===== config.mk =====
export PLATFORM = sky130hd
export DESIGN_NAME = wave_spawn_scheduler_flat
export DESIGN_NICKNAME = d
export VERILOG_FILES = /design/src/rtl/wave_spawn_scheduler_pkg.sv /design/src/rtl/wave_spawn_scheduler_if.sv /design/src/rtl/wave_spawn_scheduler_free_slot_finder.sv /design/src/rtl/wave_spawn_scheduler.sv /design/src/flat_wrapper.sv
export SDC_FILE = /design/constraint.sdc
export NUM_CORES = 1
export LEC_CHECK = 0
export ABC_AREA = 1
export BUFFER_PORTS_ARGS = -buffer_cell sky130_fd_sc_hd__buf_2
export CELL_PAD_IN_SITES_DETAIL_PLACEMENT = 1
export CELL_PAD_IN_SITES_GLOBAL_PLACEMENT = 1
export CORE_MARGIN = 10
export CORE_UTILIZATION = 30
export CTS_CLUSTER_SIZE = 12
export DETAILED_ROUTE_END_ITERATION = 10
export PLACE_DENSITY = 0.73
export SLEW_MARGIN = 40
export SYNTH_ARGS = -nofsm -noshare
export SYNTH_HDL_FRONTEND = slang
export SYNTH_SLANG_ARGS = --single-unit

===== constraint.sdc =====
create_clock -name Clk -period 2.9 [get_ports Clk]
set_input_delay 0.145 -clock Clk [delete_from_list [all_inputs] [get_ports Clk]]
set_output_delay 0.145 -clock Clk [all_outputs]
set_load 0.01 [all_outputs]

===== src/rtl/wave_spawn_scheduler_pkg.sv =====
// Shared types and the per-level wave table for the NPC spawn scheduler.
package wave_spawn_scheduler_pkg;

  localparam int TBL_LEVELS = 5;
  localparam int NPC_ID_W   = 4;

  typedef enum logic [2:0] {
    ST_IDLE,
    ST_LOAD,
    ST_WAIT,
    ST_SPAWN,
    ST_DRAIN,
    ST_CLEAR
  } wave_state_t;

  // Index = level; count is NPCs per wave, interval is frame ticks between spawns.
  localparam int WAVE_COUNT    [TBL_LEVELS] = '{4, 6, 8, 10, 10};
  localparam int WAVE_INTERVAL [TBL_LEVELS] = '{60, 48, 36, 24, 16};

endpackage


===== src/rtl/wave_spawn_scheduler_if.sv =====
// Spawn handshake between the scheduler (master) and the NPC array (slave).
interface wave_spawn_scheduler_if;
  import wave_spawn_scheduler_pkg::*;

  logic                spawn_valid;
  logic                spawn_ready;
  logic [NPC_ID_W-1:0] spawn_id;

  modport master (output spawn_valid, output spawn_id, input  spawn_ready);
  modport slave  (input  spawn_valid, input  spawn_id, output spawn_ready);

endinterface


===== src/rtl/wave_spawn_scheduler_free_slot_finder.sv =====
// Combinational lowest-zero priority encoder: returns the first free NPC slot.
module wave_spawn_scheduler_free_slot_finder #(
  parameter int NUM_NPC = 10,
  parameter int ID_W    = 4
) (
  input  logic [NUM_NPC-1:0] i_mask,
  output logic [ID_W-1:0]    o_id,
  output logic               o_found
);

  // Scan from the top so the lowest free index is the last one written.
  always_comb begin
    o_found = 1'b0;
    o_id    = '0;
    for (int i = NUM_NPC - 1; i >= 0; i--) begin
      if (!i_mask[i]) begin
        o_found = 1'b1;
        o_id    = ID_W'(i);
      end
    end
  end

endmodule


===== src/rtl/wave_spawn_scheduler.sv =====
// Per-level NPC wave sequencer: loads a wave, paces spawns on frame ticks,
// tracks live slots and pulses level_clear once the wave is spawned and dead.
module wave_spawn_scheduler
  import wave_spawn_scheduler_pkg::*;
#(
  parameter int NUM_NPC    = 10,
  parameter int NUM_LEVELS = 5,
  parameter int LEVEL_W    = 3,
  parameter int TIMER_W    = 8
) (
  input  logic                  Clk,
  input  logic                  Reset,
  input  logic                  frame_tick,
  input  logic                  level_start,
  input  logic [LEVEL_W-1:0]    curr_level,
  input  logic                  pause,
  input  logic [NUM_NPC-1:0]    npc_kill,
  wave_spawn_scheduler_if.master spawn,
  output logic [NUM_NPC-1:0]    npc_active,
  output logic [NPC_ID_W-1:0]   spawned_cnt,
  output logic                  wave_done,
  output logic                  level_clear
);

  localparam int LAST_LVL  = ((NUM_LEVELS < TBL_LEVELS) ? NUM_LEVELS : TBL_LEVELS) - 1;
  localparam int LVL_IDX_W = $clog2(TBL_LEVELS);

  wave_state_t         r_state;
  logic [NPC_ID_W-1:0] r_count;
  logic [TIMER_W-1:0]  r_interval;
  logic [TIMER_W-1:0]  r_timer;
  logic [NPC_ID_W-1:0] r_spawned_cnt;
  logic [NUM_NPC-1:0]  r_active;
  logic                r_spawn_valid;
  logic [NPC_ID_W-1:0] r_spawn_id;
  logic                r_wave_done;
  logic                r_level_clear;

  logic [LVL_IDX_W-1:0] w_lvl;
  logic [NPC_ID_W-1:0]  w_count;
  logic [TIMER_W-1:0]   w_interval;
  logic                 w_in_play;
  logic                 w_handshake;
  logic [NUM_NPC-1:0]   w_spawn_set;
  logic [NUM_NPC-1:0]   w_active_next;
  logic [NPC_ID_W-1:0]  w_free_id;
  logic                 w_found;
  logic [NPC_ID_W-1:0]  w_cnt_inc;

  always_comb begin
    w_lvl      = (int'(curr_level) > LAST_LVL) ? LVL_IDX_W'(LAST_LVL) : LVL_IDX_W'(curr_level);
    w_count    = (WAVE_COUNT[w_lvl] > NUM_NPC) ? NPC_ID_W'(NUM_NPC)
                                               : NPC_ID_W'(WAVE_COUNT[w_lvl]);
    w_interval = (WAVE_INTERVAL[w_lvl] < 1) ? TIMER_W'(1) : TIMER_W'(WAVE_INTERVAL[w_lvl]);
  end

  assign w_in_play   = (r_state == ST_WAIT) || (r_state == ST_SPAWN) || (r_state == ST_DRAIN);
  assign w_handshake = r_spawn_valid && spawn.spawn_ready;
  assign w_spawn_set = w_handshake ? (NUM_NPC'(1) << r_spawn_id) : '0;
  // A spawn overrides a same-cycle kill of the same slot.
  assign w_active_next = w_in_play ? ((r_active & ~npc_kill) | w_spawn_set) : r_active;
  assign w_cnt_inc     = r_spawned_cnt + 1'b1;

  wave_spawn_scheduler_free_slot_finder #(
    .NUM_NPC (NUM_NPC),
    .ID_W    (NPC_ID_W)
  ) u_finder (
    .i_mask  (w_active_next),
    .o_id    (w_free_id),
    .o_found (w_found)
  );

  always_ff @(posedge Clk) begin
    if (Reset) begin
      r_state       <= ST_IDLE;
      r_count       <= '0;
      r_interval    <= '0;
      r_timer       <= '0;
      r_spawned_cnt <= '0;
      r_active      <= '0;
      r_spawn_valid <= 1'b0;
      r_spawn_id    <= '0;
      r_wave_done   <= 1'b0;
      r_level_clear <= 1'b0;
    end else begin
      r_active      <= w_active_next;
      r_level_clear <= 1'b0;
      if (level_start) begin
        // Start or abort: the wave restarts from a clean slate.
        r_state       <= ST_LOAD;
        r_spawn_valid <= 1'b0;
        r_spawn_id    <= '0;
        r_wave_done   <= 1'b0;
        r_active      <= '0;
        r_spawned_cnt <= '0;
      end else begin
        case (r_state)
          ST_IDLE: ;
          ST_LOAD: begin
            r_count       <= w_count;
            r_interval    <= w_interval;
            r_timer       <= w_interval;
            r_spawned_cnt <= '0;
            r_active      <= '0;
            if (w_count == '0) begin
              r_state     <= ST_DRAIN;
              r_wave_done <= 1'b1;
            end else begin
              r_state <= ST_WAIT;
            end
          end
          ST_WAIT: begin
            if (frame_tick && !pause) begin
              r_timer <= r_timer - 1'b1;
              if (r_timer == TIMER_W'(1)) begin
                r_state       <= ST_SPAWN;
                r_spawn_valid <= w_found;
                r_spawn_id    <= w_free_id;
              end
            end
          end
          ST_SPAWN: begin
            if (r_spawn_valid) begin
              if (spawn.spawn_ready) begin
                r_spawned_cnt <= w_cnt_inc;
                r_spawn_valid <= 1'b0;
                r_spawn_id    <= '0;
                if (w_cnt_inc == r_count) begin
                  r_state     <= ST_DRAIN;
                  r_wave_done <= 1'b1;
                end else begin
                  r_timer <= r_interval;
                  r_state <= ST_WAIT;
                end
              end
            end else if (w_found) begin
              // Array was full; a kill has just freed a slot.
              r_spawn_valid <= 1'b1;
              r_spawn_id    <= w_free_id;
            end
          end
          ST_DRAIN: begin
            if (r_active == '0) begin
              r_state       <= ST_CLEAR;
              r_level_clear <= 1'b1;
            end
          end
          ST_CLEAR: begin
            r_state       <= ST_IDLE;
            r_wave_done   <= 1'b0;
            r_spawned_cnt <= '0;
          end
          default: r_state <= ST_IDLE;
        endcase
      end
    end
  end

  assign spawn.spawn_valid = r_spawn_valid;
  assign spawn.spawn_id    = r_spawn_id;
  assign npc_active        = r_active;
  assign spawned_cnt       = r_spawned_cnt;
  assign wave_done         = r_wave_done;
  assign level_clear       = r_level_clear;

endmodule

===== src/flat_wrapper.sv =====
// flat-port wrapper written by rule: the top's interface ports become plain ports
module wave_spawn_scheduler_flat import wave_spawn_scheduler_pkg::*;
#(
  parameter int NUM_NPC    = 10,
  parameter int NUM_LEVELS = 5,
  parameter int LEVEL_W    = 3,
  parameter int TIMER_W    = 8
)
  (Clk, Reset, frame_tick, level_start, curr_level, pause, npc_kill, npc_active, spawned_cnt, wave_done, level_clear, spawn_spawn_valid, spawn_spawn_id, spawn_spawn_ready);
  wave_spawn_scheduler_if spawn_i ();
  input  logic Clk;
  input  logic Reset;
  input  logic frame_tick;
  input  logic level_start;
  input  logic [LEVEL_W-1:0] curr_level;
  input  logic pause;
  input  logic [NUM_NPC-1:0] npc_kill;
  output logic [NUM_NPC-1:0] npc_active;
  output logic [NPC_ID_W-1:0] spawned_cnt;
  output logic wave_done;
  output logic level_clear;
  output wire logic [$bits(spawn_i.spawn_valid)-1:0] spawn_spawn_valid;
  output wire logic [$bits(spawn_i.spawn_id)-1:0] spawn_spawn_id;
  input wire logic [$bits(spawn_i.spawn_ready)-1:0] spawn_spawn_ready;
  assign spawn_spawn_valid = spawn_i.spawn_valid;
  assign spawn_spawn_id = spawn_i.spawn_id;
  assign spawn_i.spawn_ready = spawn_spawn_ready;
  wave_spawn_scheduler #(.NUM_NPC(NUM_NPC), .NUM_LEVELS(NUM_LEVELS), .LEVEL_W(LEVEL_W), .TIMER_W(TIMER_W)) u_core (.Clk(Clk), .Reset(Reset), .frame_tick(frame_tick), .level_start(level_start), .curr_level(curr_level), .pause(pause), .npc_kill(npc_kill), .spawn(spawn_i), .npc_active(npc_active), .spawned_cnt(spawned_cnt), .wave_done(wave_done), .level_clear(level_clear));
endmodule

Word level (Yosys, flattened, before mapping)
Memory sizes are Yosys's and may differ from the RTL's.
Cells that the tools add are included.
{"block": "word_totals", "reg_bits": 44, "mem_bits_ro": 512, "output_inout_bits": 21, "elab_cells": 138, "mem_count": 2}
{"block": "classes", "n_addsub": 2, "n_lt_le_gt_ge": 4, "eq_ne": 23, "n_shift": 1, "muxes": 64, "n_bitwise": 7, "n_reduce_logical": 24}
{"name": "(name not given)", "depth": 8, "word_bits": 32, "rd": 1, "rd_ports_with_merged_regs": 0, "write_ports": 0, "line": "wave_spawn_scheduler.sv:52", "text": "w_count = (WAVE_COUNT[w_lvl] > NUM_NPC) ? NPC_ID_W'(NUM_NPC)"}
{"name": "(name not given)", "depth": 8, "word_bits": 32, "rd": 1, "rd_ports_with_merged_regs": 0, "write_ports": 0, "line": "wave_spawn_scheduler.sv:54", "text": "w_interval = (WAVE_INTERVAL[w_lvl] < 1) ? TIMER_W'(1) : TIMER_W'(WAVE_INTERVAL[w_lvl]);"}
{"cell": "32-bit 2-to-1 mux", "n": 4}
{"cell": "4-bit 2-to-1 mux", "n": 18}
{"cell": "8-bit 2-to-1 mux", "n": 5}
{"cell": "32-bit by 5-bit greater-than comparator with 1-bit output, second input constant", "n": 1}
{"cell": "32-bit by 2-bit less-than comparator with 1-bit output, second input constant", "n": 1}
{"cell": "3-bit 2-to-1 mux", "n": 8}
{"cell": "8-bit one-hot mux with 3 select lines", "n": 1}
{"cell": "1-bit 2-to-1 mux", "n": 21}
{"cell": "10-bit 2-to-1 mux", "n": 2}
{"cell": "6-bit AND reduction", "n": 3}
{"cell": "4-bit one-hot mux with 2 select lines", "n": 2}
{"cell": "3-bit != test, second input constant", "n": 5}
{"cell": "3-bit one-hot mux with 5 select lines", "n": 1}
{"cell": "2-bit != test, second input constant", "n": 7}
{"cell": "10-bit AND", "n": 1}
{"cell": "10-bit zero test", "n": 1}
{"cell": "10-bit NOT", "n": 1}
{"cell": "10-bit OR", "n": 1}
{"cell": "5-bit AND reduction", "n": 2}
{"cell": "1-bit by 4-bit << shifter with 10-bit output, first input constant", "n": 1}
{"cell": "8-bit by 1-bit == test with 1-bit output, second input constant", "n": 1}
{"cell": "8-bit by 1-bit subtractor with 8-bit output, second input constant", "n": 1}
{"cell": "3-bit by 2-bit == test with 1-bit output, second input constant", "n": 2}
{"cell": "3-bit == test, second input constant", "n": 2}
{"cell": "23 further kinds", "n": 33}

Logic depth before layout (Yosys ltp)
Gate-level depths: netlist (run 1).
{"block": "depth", "word_depth": 17, "depth_mapped": 18, "depth_no_buf": 17}

Cells and area by module
From an unflattened synthesis (run 1), not the netlist that was laid out.
{"block": "unflattened", "hier_cells": 409, "area_unflattened_um2": 2458.6}
{"mod": "wave_spawn_scheduler", "n_inst": 1, "cells_each": 385, "area_each_um2": 2347.3}
{"mod": "wave_spawn_scheduler_free_slot_finder", "n_inst": 1, "cells_each": 24, "area_each_um2": 111.4}

Worst setup path before layout (run 1)
OpenSTA, ideal clock, no wires.
{"block": "synth_timing", "kind": "flip-flop to flip-flop", "from": "register u_core.r_spawned_cnt[0], in the netlist u_core.spawned_cnt[0]", "to": "register u_core.r_timer[5]", "setup_time_ns": 0.086, "arrival_time_ns": 1.855, "required_ns": 2.814, "setup_slack_ns": 0.959, "path_stages_with_launch": 11, "synth_period_minus_slack_ns": 1.941, "cell_sequence": "dfxtp_1 > ha_1 > xnor2_1 > nand2_1 > or2_2 > nor2_1 > nand2_1 > nand3_1 > buf_4 > a21oi_1 > a211oi_1"}
{"block": "synth_between", "elab_chain_len": 4}
{"element": "from (decl)", "line": "wave_spawn_scheduler.sv:32", "text": "logic [NPC_ID_W-1:0] r_spawned_cnt;"}
{"element": "from (signal assigned)", "line": "wave_spawn_scheduler.sv:125", "text": "r_spawned_cnt <= w_cnt_inc;"}
{"element": "4-bit by 1-bit adder with 4-bit output", "line": "wave_spawn_scheduler.sv:62", "text": "assign w_cnt_inc = r_spawned_cnt + 1'b1;"}
{"element": "4-bit == test", "line": "wave_spawn_scheduler.sv:128", "text": "if (w_cnt_inc == r_count) begin"}
{"element": "2-bit != test (no line)"}
{"element": "6-bit AND reduction (no line)"}
{"element": "to (signal assigned)", "line": "wave_spawn_scheduler.sv:102", "text": "r_timer <= w_interval;"}
{"element": "to (signal assigned)", "line": "wave_spawn_scheduler.sv:114", "text": "r_timer <= r_timer - 1'b1;"}
{"element": "to (signal assigned)", "line": "wave_spawn_scheduler.sv:132", "text": "r_timer <= r_interval;"}
{"element": "to (decl)", "line": "wave_spawn_scheduler.sv:31", "text": "logic [TIMER_W-1:0] r_timer;"}
No other way between the ends.
A chain may end at the register's enable or synchronous reset.

Final worst setup path (run 1)
{"block": "layout_timing", "from": "register u_core.r_spawned_cnt[0], in the netlist u_core.spawned_cnt[0]", "to": "register u_core.r_timer[0]"}
The elaborated chain is that of the path after synthesis.

==> results of run 1 <==
-- flip-flops by register name, indices dropped and copies added (netlist names) --
signal and count:
u_core.r_interval 5, u_core.level_clear 1, u_core.spawn.spawn_valid 1, u_core.spawn.spawn_id 4, u_core.npc_active 10, u_core.spawned_cnt 4
u_core.r_state 3, u_core.r_timer 8, u_core.r_count 3, u_core.wave_done 1
-- layer usage --
layer  part of all wire (%)  wire length (µm)
met1                     50              3280
met2                     44              2930
met3                    4.6               303
met4                    1.5               100
met5                      0                 0
-- per-stage QoR --
stage	setup WS, ps	std cells	power, mW	area [µm²]
2_1_floorplan	959	335	0.715	2280
3_3_place_gp	683	470	0.759	2580
3_5_place_dp	552	470	0.765	2580
4_1_cts	539	478	1.24	2690
5_1_grt	221	478	1.28	2690
6_report	535	478	1.22	2690
-- kinds of logic after synthesis --
kind of cell	count (synthesis)	share of synthesized area (%)
simple gates	172	35.4
compound gates	63	15.9
flops	40	35.0
fa+ha+maj	5	2.74
buf+inv	49	8.65
xor+xnor	6	2.30
-- placed cells by master (no fill, tap or decap), types with 18 or more instances in the layout --
master / instances
dfxtp_1: 40
inv_1: 40
a21oi_1: 30
nor2_1: 45
buf_2: 39
nand2_1: 73
o21ai_0: 18
nand3_1: 19
-- critical path, cell delays in order, from the launching register on --
cell and delay, ps:
dfxtp_1 420, ha_1 280, xnor2_1 160, nand2_1 60, or2_2 290, nor2_1 180
nand2_1 130, nand3_1 370, inv_1 140, o21ai_0 170, a21oi_1 50
-- power breakdown --
part	internal, mW	switching [mW]
logic	0.0571	0.113
registers	0.567	0.0141
clock network	0.255	0.214
total	0.879	0.341
-- final timing paths --
kind,start,to,slack [ps],cells past startpoint
setup / recovery,u_core.spawned_cnt[0],u_core.r_timer[0],540,10
hold reg to reg,u_core.r_count[3],u_core.r_count[3],490,2
setup reg to reg,u_core.spawned_cnt[0],u_core.r_timer[0],540,10
hold / removal,npc_kill[5],u_core.npc_active[5],130,4
-- synth_stat cells (all sizes together) --
library cell | number | area, µm²
a211oi | 2 | 15.0
a21oi | 31 | 159
a221oi | 1 | 8.76
a22oi | 2 | 25.0
a31oi | 2 | 12.5
buf | 2 | 18.8
clkbuf | 1 | 3.75
dfxtp | 40 | 801
ha | 5 | 62.6
inv | 46 | 175
nand2 | 82 | 359
nand3 | 19 | 95.1
nand3b | 2 | 15.0
nand4 | 4 | 31.3
nor2 | 50 | 205
nor3 | 7 | 51.3
nor3b | 1 | 7.51
nor4 | 4 | 25.0
o211ai | 3 | 22.5
o21ai | 21 | 113
o21bai | 1 | 7.51
or2 | 3 | 18.8
xnor2 | 2 | 17.5
xor2 | 4 | 35.0
-- cell type report --
type / instances / area (µm²) / area share [%]
clock buffer: 5 / 68.8 / 2.56
tap: 99 / 124 / 4.60
multi-input combinational: 246 / 1290 / 47.8
timing repair buffer: 39 / 195 / 7.25
inverter: 46 / 175 / 6.51
sequential: 40 / 801 / 29.7
clock inverter: 3 / 42.5 / 1.58
==> impl_results.md, run 1 <==
* Worst Hold Class: input pin to flip-flop
* Area grow syn2layout at 17.9%
* Starting Density at a little under a third
* Number of diodes at 0
* Outcome: finished clean
* Crit path max fanout at 13
* Remaining Overflow, GRT at 0
* Drt wl/cell at roughly 14 µm
* Static Leakage at 1.22 nW
* Critical path class: flip-flop to flip-flop
* Number of nets with antenna violations after routing at 0
* Most Used Layer, Global Route: met2
* Register area share after synthesis at between 30% and 40%
* CTS resizes at 0
* Vias in the first global route at 2381
* Initial antenna violation count at 0
* Post-CTS Setup Inserts at 0
* Unrepaired setup endpoints after global routing: no
* DR iter-0 viols at between 70 and 80
* Clock sinks at 40
* Endpoints failing hold at 0
* Die Width at between 100 and 150 µm
* Pre-antenna DRT Iters at 4
* CTS root buf: clkbuf_8
* VDD IR max at ~210 µV
* H-Tree Depth at 2
* Max cap viols at 0
* First-pass GRT wire length at between 10000 and 15000 µm
* Placer congestion estimate at just under 0.8
* Max Freq at 423 MHz
* Hold_buf cts at 0
* I/O pins at 40
* Synthesized area at 2280 µm²
* Row Count at 31
* Vias post-DR at 2247
* Tot GR Track Use at 11.9%
* Post-synthesis instance total at 335
* Clk buf depth at 2
* Worst-Skew Late Latency at 300 ps
* Largest net degree at the start of global routing at 20
* CP Launch Type: flip-flop
* # fillers at 962
* Slew headroom at 63.9%
* Final Slew Violations at 0
* Setup_tns at 0 ps
* GR Util met1 at 15.2%
* Crit path DAT at approximately 2600 ps
* Number of register bits inferred by synthesis at 40
* Post-Syn Area per Cell at 6.82 µm²
* Crit. End Element: flip-flop
* Final clock skew at 5.45 ps
* DR DRC count at 0
* Buffers added on ports at 39
* Die Span Y at about 110 µm
* Final setup fails at 0
* Syn Nets at 359
* Core area at 7330 µm²
* CTS clock-pin slew for the worst setup and hold paths at around 80 ps
* Yosys cell types at 38
* Slew of the pin with the lowest slew margin at ~540 ps
* Ys Warns at 0
* Vias per cell at 4.70
* Period minus WS final at 2360 ps
* M3 GR Usage at 2.81%
* CTS Buf Count at 5
* Hold_ws at 133 ps
* Crit share post-route at 81.5%
* Die area at 11500 µm²
* Met2 usage at around a fifth
* Final #Nets at 402
* Share of cells above drive strength 1 at 20.6%
* Pwr dens at 453 nW/µm²
* Crit path required time at 3090 ps
* TritonCTS clock tree: done
* Post-Route Utilization at 36.7%
* DP HPWL at about 5300 µm
* Total wire length at 6620 µm
Note: power is estimated with default switching activity, not from simulation.
==> run 2: changes to the inputs <==
--- a/config.mk
+++ b/config.mk
@@ -5,7 +5,7 @@
 export SDC_FILE = /design/constraint.sdc
 export NUM_CORES = 1
 export LEC_CHECK = 0
-export ABC_AREA = 1
+export ABC_AREA = 0
 export BUFFER_PORTS_ARGS = -buffer_cell sky130_fd_sc_hd__buf_2
 export CELL_PAD_IN_SITES_DETAIL_PLACEMENT = 1
 export CELL_PAD_IN_SITES_GLOBAL_PLACEMENT = 1
@@ -13,7 +13,7 @@
 export CORE_UTILIZATION = 30
 export CTS_CLUSTER_SIZE = 12
 export DETAILED_ROUTE_END_ITERATION = 10
-export PLACE_DENSITY = 0.73
+export PLACE_DENSITY = 0.71
 export SLEW_MARGIN = 40
 export SYNTH_ARGS = -nofsm -noshare
 export SYNTH_HDL_FRONTEND = slang
==> constraint.sdc (replaced) <==
create_clock -name Clk -period 2.4 [get_ports Clk]
set_input_delay 0.12 -clock Clk [delete_from_list [all_inputs] [get_ports Clk]]
set_output_delay 0.12 -clock Clk [all_outputs]
set_load 0.01 [all_outputs]
==> impl_results.md, run 2 <==
* Core area at 7650 µm²
* DR DRC count at 0
* CTS root buf: clkbuf_8
* EDFF count, synth at 0
* H-Tree Depth at 2
* Vias in the first global route at 2586
* Buffers added on ports at 39
* Crit path DAT at ~2600 ps
* NetSw at between 300 and 400 µW
* Drt wl/cell at 16.9 µm
* Pwr dens at 463 nW/µm²
* Starting Density at 30.7%
* Total wire length at 8070 µm
* Slew of the pin with the lowest slew margin at 474 ps
* Period minus WS final at 2400 ps
* Outcome: finished clean
* Hold_ws at 180 ps
* Most frequent cells in the layout: buf_4 (41), nor2_1 (39), buf_2 (39), dfxtp_1 (39), nand2_1 (35)
* Crit. End Element: flip-flop
* Critical path class: flip-flop to flip-flop
* VDD IR max at 228 µV
* Crit Reg-Reg Endpoint: u_core.spawn.spawn_id[3]
* Int Power at between 1 and 1.5 mW
* Max cap viols at 0
* Crit path max fanout at 4
* Most common cell in the netlist: dfxtp_1
* Initial antenna violation count at 0
* Clk pwr share at 39.6%
* Post-synth ARST share at 0%
* Area leader, netlist: dfxtp_1
* Top-area cell type share of the netlist area at 34.1%
* Syn Nets at 327
* Buf/Inv on CP at 1
* Final Worst Setup Slack at 0.368 ps
* Row Count at 32
* Final Slew Violations at 0
* Delay of the slowest critical-path stage at roughly 420 ps
* Hold Crit Start: curr_level[0]
* Pre-antenna DRT Iters at 4
* Pre-CTS WS at -84.7 ps
* Slowest-stage cell, CP: or3b_4
* Ys Warns at 0
* Final #Nets at 398
* Cell family with most CP delay: simple AND/OR/NAND/NOR gates
* Share of cells above drive strength 1 at 29.3%
* Die area at ~12000 µm²
* Switching Fraction at 25.6%
* Commonest non-fill, non-tap cell in the layout: buf_4
* Max Freq at 417 MHz
* Static Leakage at 1.24 nW
* Crit path required time at 2620 ps
* Endpoints failing hold at 0
* Unrepaired setup endpoints after global routing: yes
* Slew headroom at 68.2%
* Worst Hold Class: input pin to flip-flop
* I/O pins at 40
* Remaining Overflow, GRT at 0
* Crit share post-route at between 90 and 100%
* CP Launch Type: flip-flop
* Die Width at roughly 110 µm
* Post-synthesis instance total at 303
* CTS clock-pin slew for the worst setup and hold paths at ~90 ps
* Synthesized area at 2350 µm²
* Final clock skew at 18.9 ps
* Number of register bits inferred by synthesis at 40
* TritonCTS clock tree: done
* Post-Syn Area per Cell at 7.74 µm²
* Largest register FFs at 10
* Clk buf depth at 2
* Hold Path End: u_core.r_interval[2]
* Die Span Y at 108 µm
* Fin cells at around 480
* Number of nets with antenna violations after routing at 0
* DR iter-0 viols at 71
* Reg2reg path depth at 8
* Vias post-DR at approximately 2500
* Placed Cells at about 470
* Placer congestion estimate at 0.854
* Combinational fraction of design power at 12.3%
* Final setup fails at 0
* Vias per cell at 5.31
* Critical path, cell by cell: or3b_4 > a2111oi_4 > buf_4 > a32oi_2 > or3_4 > nor4_4 > a21oi_2 > o22ai_1
* Commonest cells in the netlist: dfxtp_1 (40), nor2_1 (39), nand2_1 (35)
* Number of diodes at 0
* Synth top area cells: dfxtp_1 (34%), nor2_1 (6.2%), nand2_1 (5.6%)
* CTS Buf Count at 5
* First-pass GRT wire length at between 10000 and 15000 µm
* Clock sinks at 40
* Area grow syn2layout at 31.1%
* DP HPWL at roughly 6400 µm
* Hold Path Depth at 4
* FF-to-FF Start: u_core.r_state[2]
* Flop pwr share at 48.0%
* Register area share after synthesis at 34.1%
* Worst-Skew Late Latency at a little over 300 ps
* Largest net degree at the start of global routing at 22
* Yosys cell types at 59
* Flop2flop setup slack at 0.4 ps
* Commonest register cell after synthesis: dfxtp_1
* Tot GR Track Use at 13.7%
run 2: cell count changes after synthesis, sizes merged, moves of 4 or more:
cell / change
clkbuf: +14
or3: +4
nor3: +8
nor2b: +10
nor2: -11
nand2: -47
nand3: -14
a21oi: -7
inv: -34
a211oi: +6
run 2: cells by family after synthesis:
family,Yosys count,synth area share [%]
AND/OR/NAND/NOR,126,26.4
AO/OA/AOI/OAI,95,28.5
flip-flops,40,34.1
XOR/XNOR,7,2.61
buffers and inverters,28,4.80
multiplexers,2,0.853
adder cells (fa/ha/maj),5,2.67
run 2: power groups by stage:
stage               logic [mW]  registers (mW)  clock network, mW
detailed placement       0.173           0.700                  0
finish                   0.176           0.684              0.564
global route             0.196           0.686              0.605
floorplan               0.0990           0.699                  0
CTS                      0.175           0.684              0.575
global placement         0.169           0.699                  0
run 2: how the worst max path moves through the flow:
stage / startpoint / to / cells after the start
after floorplan: u_core.r_state[1] / u_core.spawn.spawn_id[2] / 8
after global placement: u_core.r_state[2] / u_core.spawn.spawn_id[0] / 9
after detailed placement: u_core.r_state[2] / u_core.spawn.spawn_id[2] / 8
after CTS: u_core.r_state[1] / u_core.spawn.spawn_id[2] / 9
after global routing: u_core.r_state[2] / u_core.spawn.spawn_id[2] / 8
final: u_core.r_state[2] / u_core.spawn.spawn_id[3] / 8
run 2: worst min-delay path, stage by stage:
cell and delay (ps):
buf_2 100, nor3_1 60, a21oi_1 110, nor2_1 40
run 2: timing repair:
item | 4_1_cts | 5_1_grt
setup buffers | 1 | 2
gates resized for setup | 5 | 8
hold buffers | 0 | 0
pin swaps | 1 | 3
endpoints found under the setup margin | 5 | 8
cloned | 0 | 0
run 2: final cells by class:
class / instances / area [µm²]
Clock buffer: 6 / 72.6
Clock inverter: 2 / 35.0
Fill cell: 966 / 4570
Inverter: 12 / 45.0
Multi-Input combinational cell: 235 / 1490
Sequential cell: 40 / 802
Tap cell: 102 / 128
Timing Repair Buffer: 80 / 503
run 2: per-stage QoR:
step | utilization [%] | TNS, ps | total power [mW] | instance area [µm²]
global placement | 37.8 | -6.40 | 0.869 | 2890
global route | 40.2 | -255 | 1.49 | 3080
CTS | 39.5 | 0 | 1.43 | 3020
floorplan | - | 0 | 0.798 | 2350
finish | 40.2 | 0 | 1.42 | 3080
detailed placement | 37.8 | -289 | 0.874 | 2890
run 2: metal layers:
layer	up-vias	wire length, µm	part of all wire, %	global-route usage, %
li1	1239	-	-	-
met3	12	306	3.8	2.97
met1	1242	3580	44	15.8
met4	0	140	1.7	4.33
met5	-	0	0	0
met2	42	4050	50	24.5
==> run 3: changes to the inputs <==
--- a/config.mk
+++ b/config.mk
@@ -6,7 +6,7 @@
 export NUM_CORES = 1
 export LEC_CHECK = 0
 export ABC_AREA = 0
-export BUFFER_PORTS_ARGS = -buffer_cell sky130_fd_sc_hd__buf_2
+export BUFFER_PORTS_ARGS = -buffer_cell sky130_fd_sc_hd__buf_4
 export CELL_PAD_IN_SITES_DETAIL_PLACEMENT = 1
 export CELL_PAD_IN_SITES_GLOBAL_PLACEMENT = 1
 export CORE_MARGIN = 10
==> impl_results.md, run 3 (synthesized netlist as in run 2, its figures left out) <==
* Outcome: finished, violations left
* Failing checks: setup timing
* Number of nets with antenna violations after routing at 0
* DR DRC count at 0
* Share of cells above drive strength 1 at approximately a third
* Area grow syn2layout at 37.7%
* Row Count at 32
* Largest net degree at the start of global routing at 28
* H-Tree Depth at 2
* CTS root buf: clkbuf_8
* PnR Total Power at 1.38 mW
* Most frequent cells in the layout: buf_4 (82), nor2_1 (39), dfxtp_1 (38)
* Final Worst Setup Slack at -42.4 ps
* Wire length on met2 at 4400 µm
* Delay of the slowest critical-path stage at 440 ps
* Final clock skew at 11.0 ps
* Max Used Layer: met4
* Crit. End Element: flip-flop
* Max Freq at 409 MHz
* Buffers added on ports at 39
* Placed cell area at 2980 µm²
* Slew of the pin with the lowest slew margin at 498 ps
* Largest register FFs at 10
* First-pass GRT wire length at 13600 µm
* Number of diodes at 0
* Unrepaired setup endpoints after global routing: yes
* Met1 Routed Length at 3570 µm
* Final #Nets at 400
* Final setup fails at 2
* Clock sinks at 40
* Slowest-stage cell, CP: or3b_4
* Crit path required time at 2600 ps
* Final Slew Violations at 0
* Final instance area at around 3200 µm²
* Max cap viols at 0
* Setup_tns at -55.6 ps
* Vias in the first global route at 2728
* CTS Buf Count at 5
* Starting Density at 30.7%
* Flop2flop setup slack at -40 ps
* Core area at 7650 µm²
* Placer congestion estimate at around 0.89
* Total wire length at 8370 µm
* Vias per cell at 5.35
* DR iter-0 viols at 70
* Remaining Overflow, GRT at 0
* CTS clock-pin slew for the worst setup and hold paths at 80 ps
* Vias post-DR at 2556
* Die Span Y at 108 µm
* Commonest non-fill, non-tap cell in the layout: buf_4
* # fillers at 939
* Worst-Skew Late Latency at 300 ps
* DP HPWL at 6390 µm
* TritonCTS clock tree: done
* Die area at between 10000 and 15000 µm²
* Die Width at 108 µm
* Endpoints failing hold at 0
* Crit path DAT at 2650 ps
* Period minus WS final at 2440 ps
* I/O pins at 40
* Crit path max fanout at 4
* WL met3 at 285 µm
* Critical path, cell by cell: or3b_4 > a2111oi_4 > buf_4 > a22oi_2 > or3_4 > nor4_4 > a21oi_2 > o32ai_2
* Static Leakage at about 1.3 nW
* VDD IR max at 211 µV
* Reg area at around 800 µm²
* CP Launch Type: flip-flop
* Initial antenna violation count at 0
* Slew headroom at ~67%
* Pre-antenna DRT Iters at 4
* Post-Route Utilization at 42.2%
* Clk buf depth at 2
* Multi-input logic area at about 1500 µm²
* Critical path class: flip-flop to flip-flop
* Tot GR Track Use at 14.1%
* Drt wl/cell at 17.5 µm
* Pwr dens at 426 nW/µm²
* Worst Hold Class: input pin to flip-flop
* Pre-CTS WS at -188 ps
* Crit share post-route at 102%
* Hold_buf cts at 0
## run 3: layout make-up
cell class	count	share of cell area [%]
clock buffer	7	2.98
timing repair buffer	82	19.1
inverter	12	1.39
tap	102	3.95
sequential	40	24.9
multi-input combinational	235	47.8
## run 3: report_power, final
part,internal (mW),switching [mW],leakage [nW],total [mW]
registers,0.676,0.00920,0.325,0.685
clock network,0.256,0.241,0.0503,0.498
logic,0.0863,0.107,0.902,0.193
total,1.02,0.357,1.28,1.38
## run 3: routing by layer
metal  vias to the layer above  track usage (%)
met5                         -                0
met4                         0             3.39
met3                        11             2.68
met2                        45             25.9
met1                      1266             16.3
li1                       1234                -
## run 3: worst paths after layout
check / startpoint / end / cells after the start
setup reg to reg: u_core.r_state[0] / u_core.spawn.spawn_id[2] / 8
hold / removal: Reset / u_core.r_interval[3] / 2
hold reg to reg: u_core.r_interval[3] / u_core.r_interval[3] / 2
setup / recovery: u_core.r_state[0] / u_core.spawn.spawn_id[2] / 8
## run 3: repair_timing
item                       4_1_cts  5_1_grt
pin swaps                        4        5
setup buffers                    1        5
hold endpoints to repair         0        0
resized for setup                4       19
setup endpoints to repair        7       10
gates cloned                     0        0
## run 3: worst max-delay path, delay by kind of cell, from the launching register on
family                 cells  cell delay [ps]
and+or+nand+nor            3             1030
buffers and inverters      1              190
DFF                        1              330
AOI/OAI and AO/OA          4              790
## run 3: stage by stage
stage	cells	hold WS, ps
2_1_floorplan	303	240
3_3_place_gp	465	435
3_5_place_dp	465	458
4_1_cts	473	147
5_1_grt	478	148
6_report	478	144
